<file path="src/rtl/fetch_pkg.sv">
// Shared types and constants for the instruction-fetch stage.
// Next-PC select encoding, NOP word and default widths.
package fetch_pkg;

    localparam int PC_W_D      = 12;
    localparam int INSTR_W_D   = 19;
    localparam int RAS_DEPTH_D = 8;

    typedef enum logic [1:0] {
        PC_SEQ = 2'b00,
        PC_JMP = 2'b01,
        PC_BR  = 2'b10,
        PC_RET = 2'b11
    } pc_sel_e;

    localparam logic [INSTR_W_D-1:0] NOP = '0;

endpackage

</file>
<file path="src/rtl/ras_stack.sv">
// Circular return-address stack; overflow overwrites the oldest entry.
// Sticky overflow/underflow flags clear only on reset.
module ras_stack #(
    parameter int RAS_DEPTH = 8,
    parameter int PC_W      = 12
) (
    input  logic            clk,
    input  logic            rst,
    input  logic            push,
    input  logic            pop,
    input  logic [PC_W-1:0] din,
    output logic [PC_W-1:0] top,
    output logic            empty,
    output logic            full,
    output logic            ovf,
    output logic            unf
);

    localparam int SP_W = $clog2(RAS_DEPTH);
    localparam logic [SP_W-1:0] ONE = 1;
    localparam logic [SP_W:0] CNT_ONE = 1;
    localparam logic [SP_W:0] CNT_MAX = RAS_DEPTH[SP_W:0];

    logic [SP_W-1:0] sp;
    logic [SP_W-1:0] sp_m1;
    logic [SP_W:0]   count;
    logic [PC_W-1:0] mem [RAS_DEPTH];

    assign sp_m1 = sp - ONE;
    assign top   = mem[sp_m1];
    assign empty = (count == '0);
    assign full  = (count == CNT_MAX);

    always_ff @(posedge clk) begin
        if (rst) begin
            sp    <= '0;
            count <= '0;
            ovf   <= 1'b0;
            unf   <= 1'b0;
        end else if (push) begin
            sp <= sp + ONE;
            if (full)
                ovf <= 1'b1;
            else
                count <= count + CNT_ONE;
        end else if (pop) begin
            if (empty) begin
                unf <= 1'b1;
            end else begin
                sp    <= sp_m1;
                count <= count - CNT_ONE;
            end
        end
    end

    // storage needs no reset; entries are only read while count > 0
    always_ff @(posedge clk) begin
        if (!rst && push)
            mem[sp] <= din;
    end

endmodule

</file>
<file path="src/rtl/fetch_stage.sv">
// Instruction fetch: PC register, next-PC mux, IF/DC register
// and the return-address stack used by call/return.
module fetch_stage
    import fetch_pkg::*;
#(
    parameter int PC_W      = PC_W_D,
    parameter int INSTR_W   = INSTR_W_D,
    parameter int RAS_DEPTH = RAS_DEPTH_D
) (
    input  logic               clk,
    input  logic               rst,
    input  logic               stall_i,
    input  logic               flush_i,
    input  logic [1:0]         pc_sel_i,
    input  logic [PC_W-1:0]    target_i,
    input  logic               push_i,
    output logic [PC_W-1:0]    imem_addr_o,
    input  logic [INSTR_W-1:0] imem_data_i,
    output logic [INSTR_W-1:0] instr_dc_o,
    output logic [PC_W-1:0]    pc_dc_o,
    output logic               valid_dc_o,
    output logic               ras_ovf_o,
    output logic               ras_unf_o
);

    localparam logic [PC_W-1:0] PC_ONE = 1;

    pc_sel_e         sel;
    logic [PC_W-1:0] pc_q;
    logic [PC_W-1:0] pc_nxt;
    logic [PC_W-1:0] ras_top;
    logic            ras_empty;
    logic            ras_full_unused;
    logic            ras_push;
    logic            ras_pop;
    logic            redirect;

    assign sel         = pc_sel_e'(pc_sel_i);
    assign redirect    = (sel != PC_SEQ);
    assign ras_push    = !stall_i && push_i && (sel == PC_JMP);
    assign ras_pop     = !stall_i && (sel == PC_RET);
    assign imem_addr_o = pc_q;

    always_comb begin
        pc_nxt = pc_q + PC_ONE;
        unique case (1'b1)
            (sel == PC_SEQ): pc_nxt = pc_q + PC_ONE;
            (sel == PC_JMP): pc_nxt = target_i;
            (sel == PC_BR):  pc_nxt = pc_dc_o + PC_ONE + target_i;
            (sel == PC_RET): pc_nxt = ras_empty ? '0 : ras_top;
            default:         pc_nxt = pc_q + PC_ONE;
        endcase
    end

    ras_stack #(
        .RAS_DEPTH (RAS_DEPTH),
        .PC_W      (PC_W)
    ) u_ras (
        .clk   (clk),
        .rst   (rst),
        .push  (ras_push),
        .pop   (ras_pop),
        .din   (pc_dc_o + PC_ONE),
        .top   (ras_top),
        .empty (ras_empty),
        .full  (ras_full_unused),
        .ovf   (ras_ovf_o),
        .unf   (ras_unf_o)
    );

    always_ff @(posedge clk) begin
        if (rst) begin
            pc_q       <= '0;
            instr_dc_o <= INSTR_W'(NOP);
            pc_dc_o    <= '0;
            valid_dc_o <= 1'b0;
        end else begin
            if (!stall_i)
                pc_q <= pc_nxt;
            if (flush_i) begin
                instr_dc_o <= INSTR_W'(NOP);
                valid_dc_o <= 1'b0;
                if (!stall_i)
                    pc_dc_o <= pc_q;
            end else if (!stall_i) begin
                pc_dc_o <= pc_q;
                // a redirect means this cycle's fetch is wrong-path
                if (redirect) begin
                    instr_dc_o <= INSTR_W'(NOP);
                    valid_dc_o <= 1'b0;
                end else begin
                    instr_dc_o <= imem_data_i;
                    valid_dc_o <= 1'b1;
                end
            end
        end
    end

endmodule
</file>
<file path="config.mk">
export PLATFORM = sky130hd
export DESIGN_NAME = fetch_stage
export DESIGN_NICKNAME = d
export VERILOG_FILES = /design/src/rtl/fetch_pkg.sv /design/src/rtl/ras_stack.sv /design/src/rtl/fetch_stage.sv
export SDC_FILE = /design/constraint.sdc
export NUM_CORES = 1
export LEC_CHECK = 0
export ABC_AREA = 1
export ABC_CLOCK_PERIOD_IN_PS = 8600
export CORE_MARGIN = 3
export CORE_UTILIZATION = 30
export CTS_CLUSTER_SIZE = 20
export DETAILED_ROUTE_END_ITERATION = 8
export PLACE_DENSITY = 0.58
export SYNTH_ARGS = -nofsm -noshare
export SYNTH_HDL_FRONTEND = slang
export SYNTH_HIERARCHICAL = 1
export SYNTH_SLANG_ARGS = --single-unit
</file>
<file path="constraint.sdc">
create_clock -name clk -period 8.6 [get_ports clk]
set_clock_uncertainty 0.1 [all_clocks]
set_input_delay 1.72 -clock clk [delete_from_list [all_inputs] [get_ports clk]]
set_output_delay 1.72 -clock clk [all_outputs]
set_load 0.01 [all_outputs]
</file>
# Word level (Yosys, flattened, before mapping)

Memory sizes are Yosys's and may differ from the RTL's.
Index checks and enable logic that the tools add are counted.

Add/sub/neg operators: 7
Eq/ne operators: 6
Mux-type cells: 13
Bitwise gates (word level): 1
Reductions and logical operators: 14

Operators by type and width:

| cell                  | count |
|---|---|
| $pmux 12 s3           | 1 |
| $add 12x1->12 const B | 2 |
| $mux 19               | 1 |
| $mux 4                | 4 |
| $add 12x12->12        | 1 |
| $mux 12               | 1 |
| $mux 3                | 3 |
| $reduce_and 3->1      | 2 |
| $add 4x1->4 const B   | 1 |
| $eq 2x2->1 const B    | 2 |
| $eq 4x4->1 const B    | 1 |
| $logic_and 1x1->1     | 4 |
| $logic_not 4->1       | 1 |
| $reduce_and 2->1      | 2 |
| $reduce_bool 2->1     | 2 |
| $sub 4x1->4 const B   | 1 |
| $add 3x1->3 const B   | 1 |
| $mux 1                | 3 |
| $sub 3x1->3 const B   | 1 |
| $eq 2x1->1 const B    | 1 |
| $logic_not 1->1       | 2 |
| $ne 2x1->1 const B    | 1 |
| $ne 2x2->1 const B    | 1 |
| $reduce_or 2->1       | 1 |
| $not 1->1             | 1 |

Bits in registers: 53
Bits in writable memories: 96
Input port bits: 38
Output and inout bits: 46
Logic and storage cells: 50
Memories kept: 1

Memories:

| name      | depth | width | rd ports | clocked after memory_dff | write ports | line            | source |
|---|---|---|---|---|---|---|---|
| u_ras.mem | 8     | 12    | 1        | 0                        | 1           | ras_stack.sv:27 | `logic [PC_W-1:0] mem [RAS_DEPTH];` |

# Depth between registers and ports, before layout

Word-level depth: 6
Depth in mapped cells: 19
Depth with buffers taken out: 19

# By module

Netlist, hierarchy kept.

By module, submodules not included:

| module      | times used | cells each | area each (um^2) | sequential area each (um^2) |
|---|---|---|---|---|
| ras_stack   | 1          | 396        | 4430.5           | 3062.9 |
| fetch_stage | 1          | 452        | 2912.8           | 880.8 |

# Worst setup path after synthesis

No wires, ideal clock.

Path kind: input to register
Start: in stall_i
End: mem u_ras.mem[0][0] (enable)
Library setup time: 0.380 ns
Arrival: 3.476 ns
Data required time: 8.120 ns
Slack: 4.644 ns
Stages on the path: 9
Path buffers: 2
Cells stage by stage: clkbuf_1 > inv_2 > buf_1 > nand2_1 > nor2_1 > inv_2 > nor2_1 > nand2_1 > nor2_1

Longest elaborated chain between the ends: 6

RTL lines:

| what                            | line              | source |
|---|---|---|
| from (decl)                     | fetch_stage.sv:12 | `input logic stall_i,` |
| $logic_not 1->1                 | -                 |  |
| $logic_and 1x1->1 (2 in series) | fetch_stage.sv:40 | `assign ras_push = !stall_i && push_i && (sel == PC_JMP);` |
| net ras_push                    | fetch_stage.sv:34 | `logic ras_push;` |
| $logic_and 1x1->1               | ras_stack.sv:58   | `if (!rst && push)` |
| $mux 1                          | ras_stack.sv:58   |  |
| $mux 1 (implied by the code)    | ras_stack.sv:59   | `mem[sp] <= din;` |
| to (decl)                       | ras_stack.sv:27   |  |

The timed path passes the listed nets, and every way through them passes these cells.

# Worst setup path in the final report

Start: in stall_i
End: mem u_ras.mem[6][4] (enable)

Same word-level chain as after synthesis.

==> metrics.cfg <==
[logic_synthesis]
netlist_top_cells_area = edfxtp_1 39%, dfxtp_1 14%, nand2_1 8.7%
netlist_top_cells_count = 170 x nand2_1, 124 x nor2_1, 96 x edfxtp_1
ys_seq_area_frac = 0.537
syn_area_um2 = 7340
synth-async-reset-ratio = 0
synthCells = 848
synth_top_cell_area_share = 0.393
synth-edff-count = 96
ys.flop_type = edfxtp_1
postSynthAreaPerCell_um2 = 8.66
ys_seq_elements = 149
yosys.area.top_type = edfxtp_1
yosysMostFrequentCell = nand2_1
synth_fp_nets = 905
ys_warn_count = 6
synth_cell_type_count = 45

[setup_path]
cp_data_arrival_time_ns = 4.92
cp_num_buf_inv = 4
r2r_cells = 14
cp_common_cell = nor2_1
cp.depth = 9
endpoint_kind = register
crit_start = stall_i
cpPeakStageDelay_ns = 0.85
cp_data_required_time_ns = 8.54
crit_family = simple AND/OR/NAND/NOR gates
criticalPathCategory = in -> reg
worstReg2RegEnd = imem_addr_o[9]$_SDFFE_PP0N_
slowest_stage = nor2_1
regToRegSetupSlack_ns = 4.81
r2r-start = u_ras/sp[0]$_SDFFE_PP0P_
path_cells = clkdlybuf4s50_1, buf_4, inv_2, nand2_1, nor2_1, inv_2, nor2_1, nand2_1, nor2_1
worst-path-max-fanout = 55
startpoint_type = primary input
crit_path_end = u_ras/mem[6][4]$_DFFE_PP_

[timing]
tightestPinTransition_ns = 1.12
setup_violations = 0
slew_headroom = 0.246
setup_tns_ns = 0
timing.final.crit_share = 0.579
grt_setup_unrepaired = false
fin_crit_ns = 4.98
holdWs_ns = 0.364
slew_violations = 0
hold_viol = 0
clock.fmax_mhz = 201

[clock_network]
cts_buffers = 17
cts_hold_buf = 0
cts.sinks = 149
cts_setup_buffers = 0
clockBufferDepth = 2
cts_root_buf = clkbuf_16
cts_tree = built
clock_latency_ns = 0.43
clkTransAtPathRegs_ns = 0.07
h-tree-depth = 4
cts_resized = 0

[layout]
finalInstanceArea_um2 = 8990
diodes = 0
syn_to_final_growth_pct = 22.5
drive_gt1_frac = 0.0730
nets = 976

[route]
dr.pass1.iters = 8
routed_via_density = 4.85
wl_per_cell_um = 16.7
antenna_left = 0
drt-initial-drc-count = 473
routed_wl_um = 20900
via_count = 6062
drc_errors = 0

[global_routing]
grt_max_degree = 56
grt_pass1_wl_um = 32400
groute.usage.overall = 0.161
grt-ovfl-total = 0
grt_pass1_vias = 5887
antenna_found_initial = 0

[floorplanning]
die_w_um = 162
die_area_um2 = 26400
core_um2 = 23800
die_y_um = 162
initial_utilization = 0.309
pin_count = 84
rows = 56

[power_and_ir_drop]
combPwrFrac = 0.152
vdd_drop_max_uv = 104
clkPwrFrac = 0.414
p_int_mw = 1.29
switching_share = 0.294
seqPwrFrac = 0.434
p_sw_mw = 0.537
p_total_mw = 1.83
p_per_area_nw_per_um2 = 203
p_leak_nw = 3.47

[hold_path]
hp-class = reg -> reg

[placed_design]
io_buffers = 83
dpl-instance-area_um2 = 8400
gp_congestion = 0.921
hpwl_um = 14400

[run]
drv_cap = 0

[run_status]
run_status = finished, final reports clean

[registers in the layout, indices dropped and copies added (netlist names)]
name / flops
u_ras/mem: 96
instr_dc_o: 19
imem_addr_o: 12
pc_dc_o: 12
u_ras/count: 4
u_ras/sp: 3
u_ras/ovf: 1
u_ras/unf: 1
valid_dc_o: 1
[cell families (layout without fill, tap and decap cells)]
family | count (synthesis) | in the layout | synth area share
AOI/OAI and AO/OA | 179 | 179 | 0.134
xor gates and xnor gates | 9 | 9 | 0.0107
adders and majority gates | 19 | 19 | 0.0344
buffers and inverters | 110 | 194 | 0.0653
DFF | 149 | 149 | 0.537
and+or+nand+nor | 382 | 382 | 0.218
[cell usage in the layout (no fill, tap or decap), drive strengths merged]
master,netlist,final
nand3,57,57
o21ai,89,89
bufinv,0,1
edfxtp,96,96
buf,25,3
a41oi,1,1
o21bai,1,1
o22ai,12,12
clkdlybuf4s50,0,83
inv,74,82
a21o,1,1
and2,1,1
ha,17,17
xnor2,1,1
o211ai,1,1
a22oi,3,3
a221oi,2,2
xor2,8,8
o21a,1,1
clkbuf,9,17
or2,9,9
a21oi,63,63
nand3b,1,1
o311ai,2,2
nor3,4,4
dfxtp,53,53
a211oi,1,1
nand2,175,175
a31oi,1,1
a311oi,1,1
clkinv,2,8
fa,2,2
nand4,7,7
nor2,128,128
[final cells by class]
class	count	area, µm²
Clock buffer	17	425
Inverter	76	285
Timing Repair Buffer	86	853
Clock inverter	15	166
Tap cell	319	399
Fill cell	2353	14800
Sequential cell	149	3940
Multi-Input combinational cell	589	2920
[worst register-to-register path, cell delays in order (launching register included)]
cell,delay (ns)
dfxtp_1,0.31
buf_4,0.46
inv_2,0.06
buf_4,0.31
ha_1,0.95
inv_2,0.44
nor2_1,0.21
o21ai_1,0.11
nand2_1,0.12
clkinv_1,0.10
o21ai_2,0.18
a21oi_1,0.10
nand2_1,0.12
nand2_1,0.06
a21oi_1,0.12
[worst min-delay path by stage]
stage	from	endpoint	slack, ns	cells past startpoint
2_1_floorplan	u_ras/count[2]$_SDFFE_PP0P_	u_ras/count[2]$_SDFFE_PP0P_	0.37	2
3_3_place_gp	instr_dc_o[1]$_SDFFE_PP0N_	instr_dc_o[1]$_SDFFE_PP0N_	0.35	2
3_5_place_dp	instr_dc_o[1]$_SDFFE_PP0N_	instr_dc_o[1]$_SDFFE_PP0N_	0.35	2
4_1_cts	instr_dc_o[1]$_SDFFE_PP0N_	instr_dc_o[1]$_SDFFE_PP0N_	0.36	2
5_1_grt	instr_dc_o[3]$_SDFFE_PP0N_	instr_dc_o[3]$_SDFFE_PP0N_	0.39	2
6_report	instr_dc_o[9]$_SDFFE_PP0N_	instr_dc_o[9]$_SDFFE_PP0N_	0.36	2
[per-layer routing]
layer / track usage / vias up / wire length, µm
met5: 0 / - / 0
met4: 0.0527 / 0 / 366
met3: 0.0483 / 22 / 1750
met2: 0.258 / 213 / 9570
met1: 0.209 / 2796 / 9200
li1: - / 3031 / -
[power by group through the flow]
| stage | clock network, mW | logic (mW) | registers (mW) |
|---|---|---|---|
| floorplan | 0 | 0.174 | 0.809 |
| global placement | 0 | 0.274 | 0.809 |
| detailed placement | 0 | 0.275 | 0.809 |
| CTS | 0.768 | 0.277 | 0.793 |
| global route | 0.796 | 0.309 | 0.796 |
| finish | 0.756 | 0.277 | 0.793 |
[stage by stage]
step	std cells	worst slack [ns]	utilization
2_1_floorplan	848	4.64	-
3_3_place_gp	1219	3.22	0.354
3_5_place_dp	1219	3.10	0.354
4_1_cts	1251	3.60	0.379
5_1_grt	1251	3.26	0.379
6_report	1251	3.62	0.379
No activity file was read; power rests on OpenSTA's default activity.
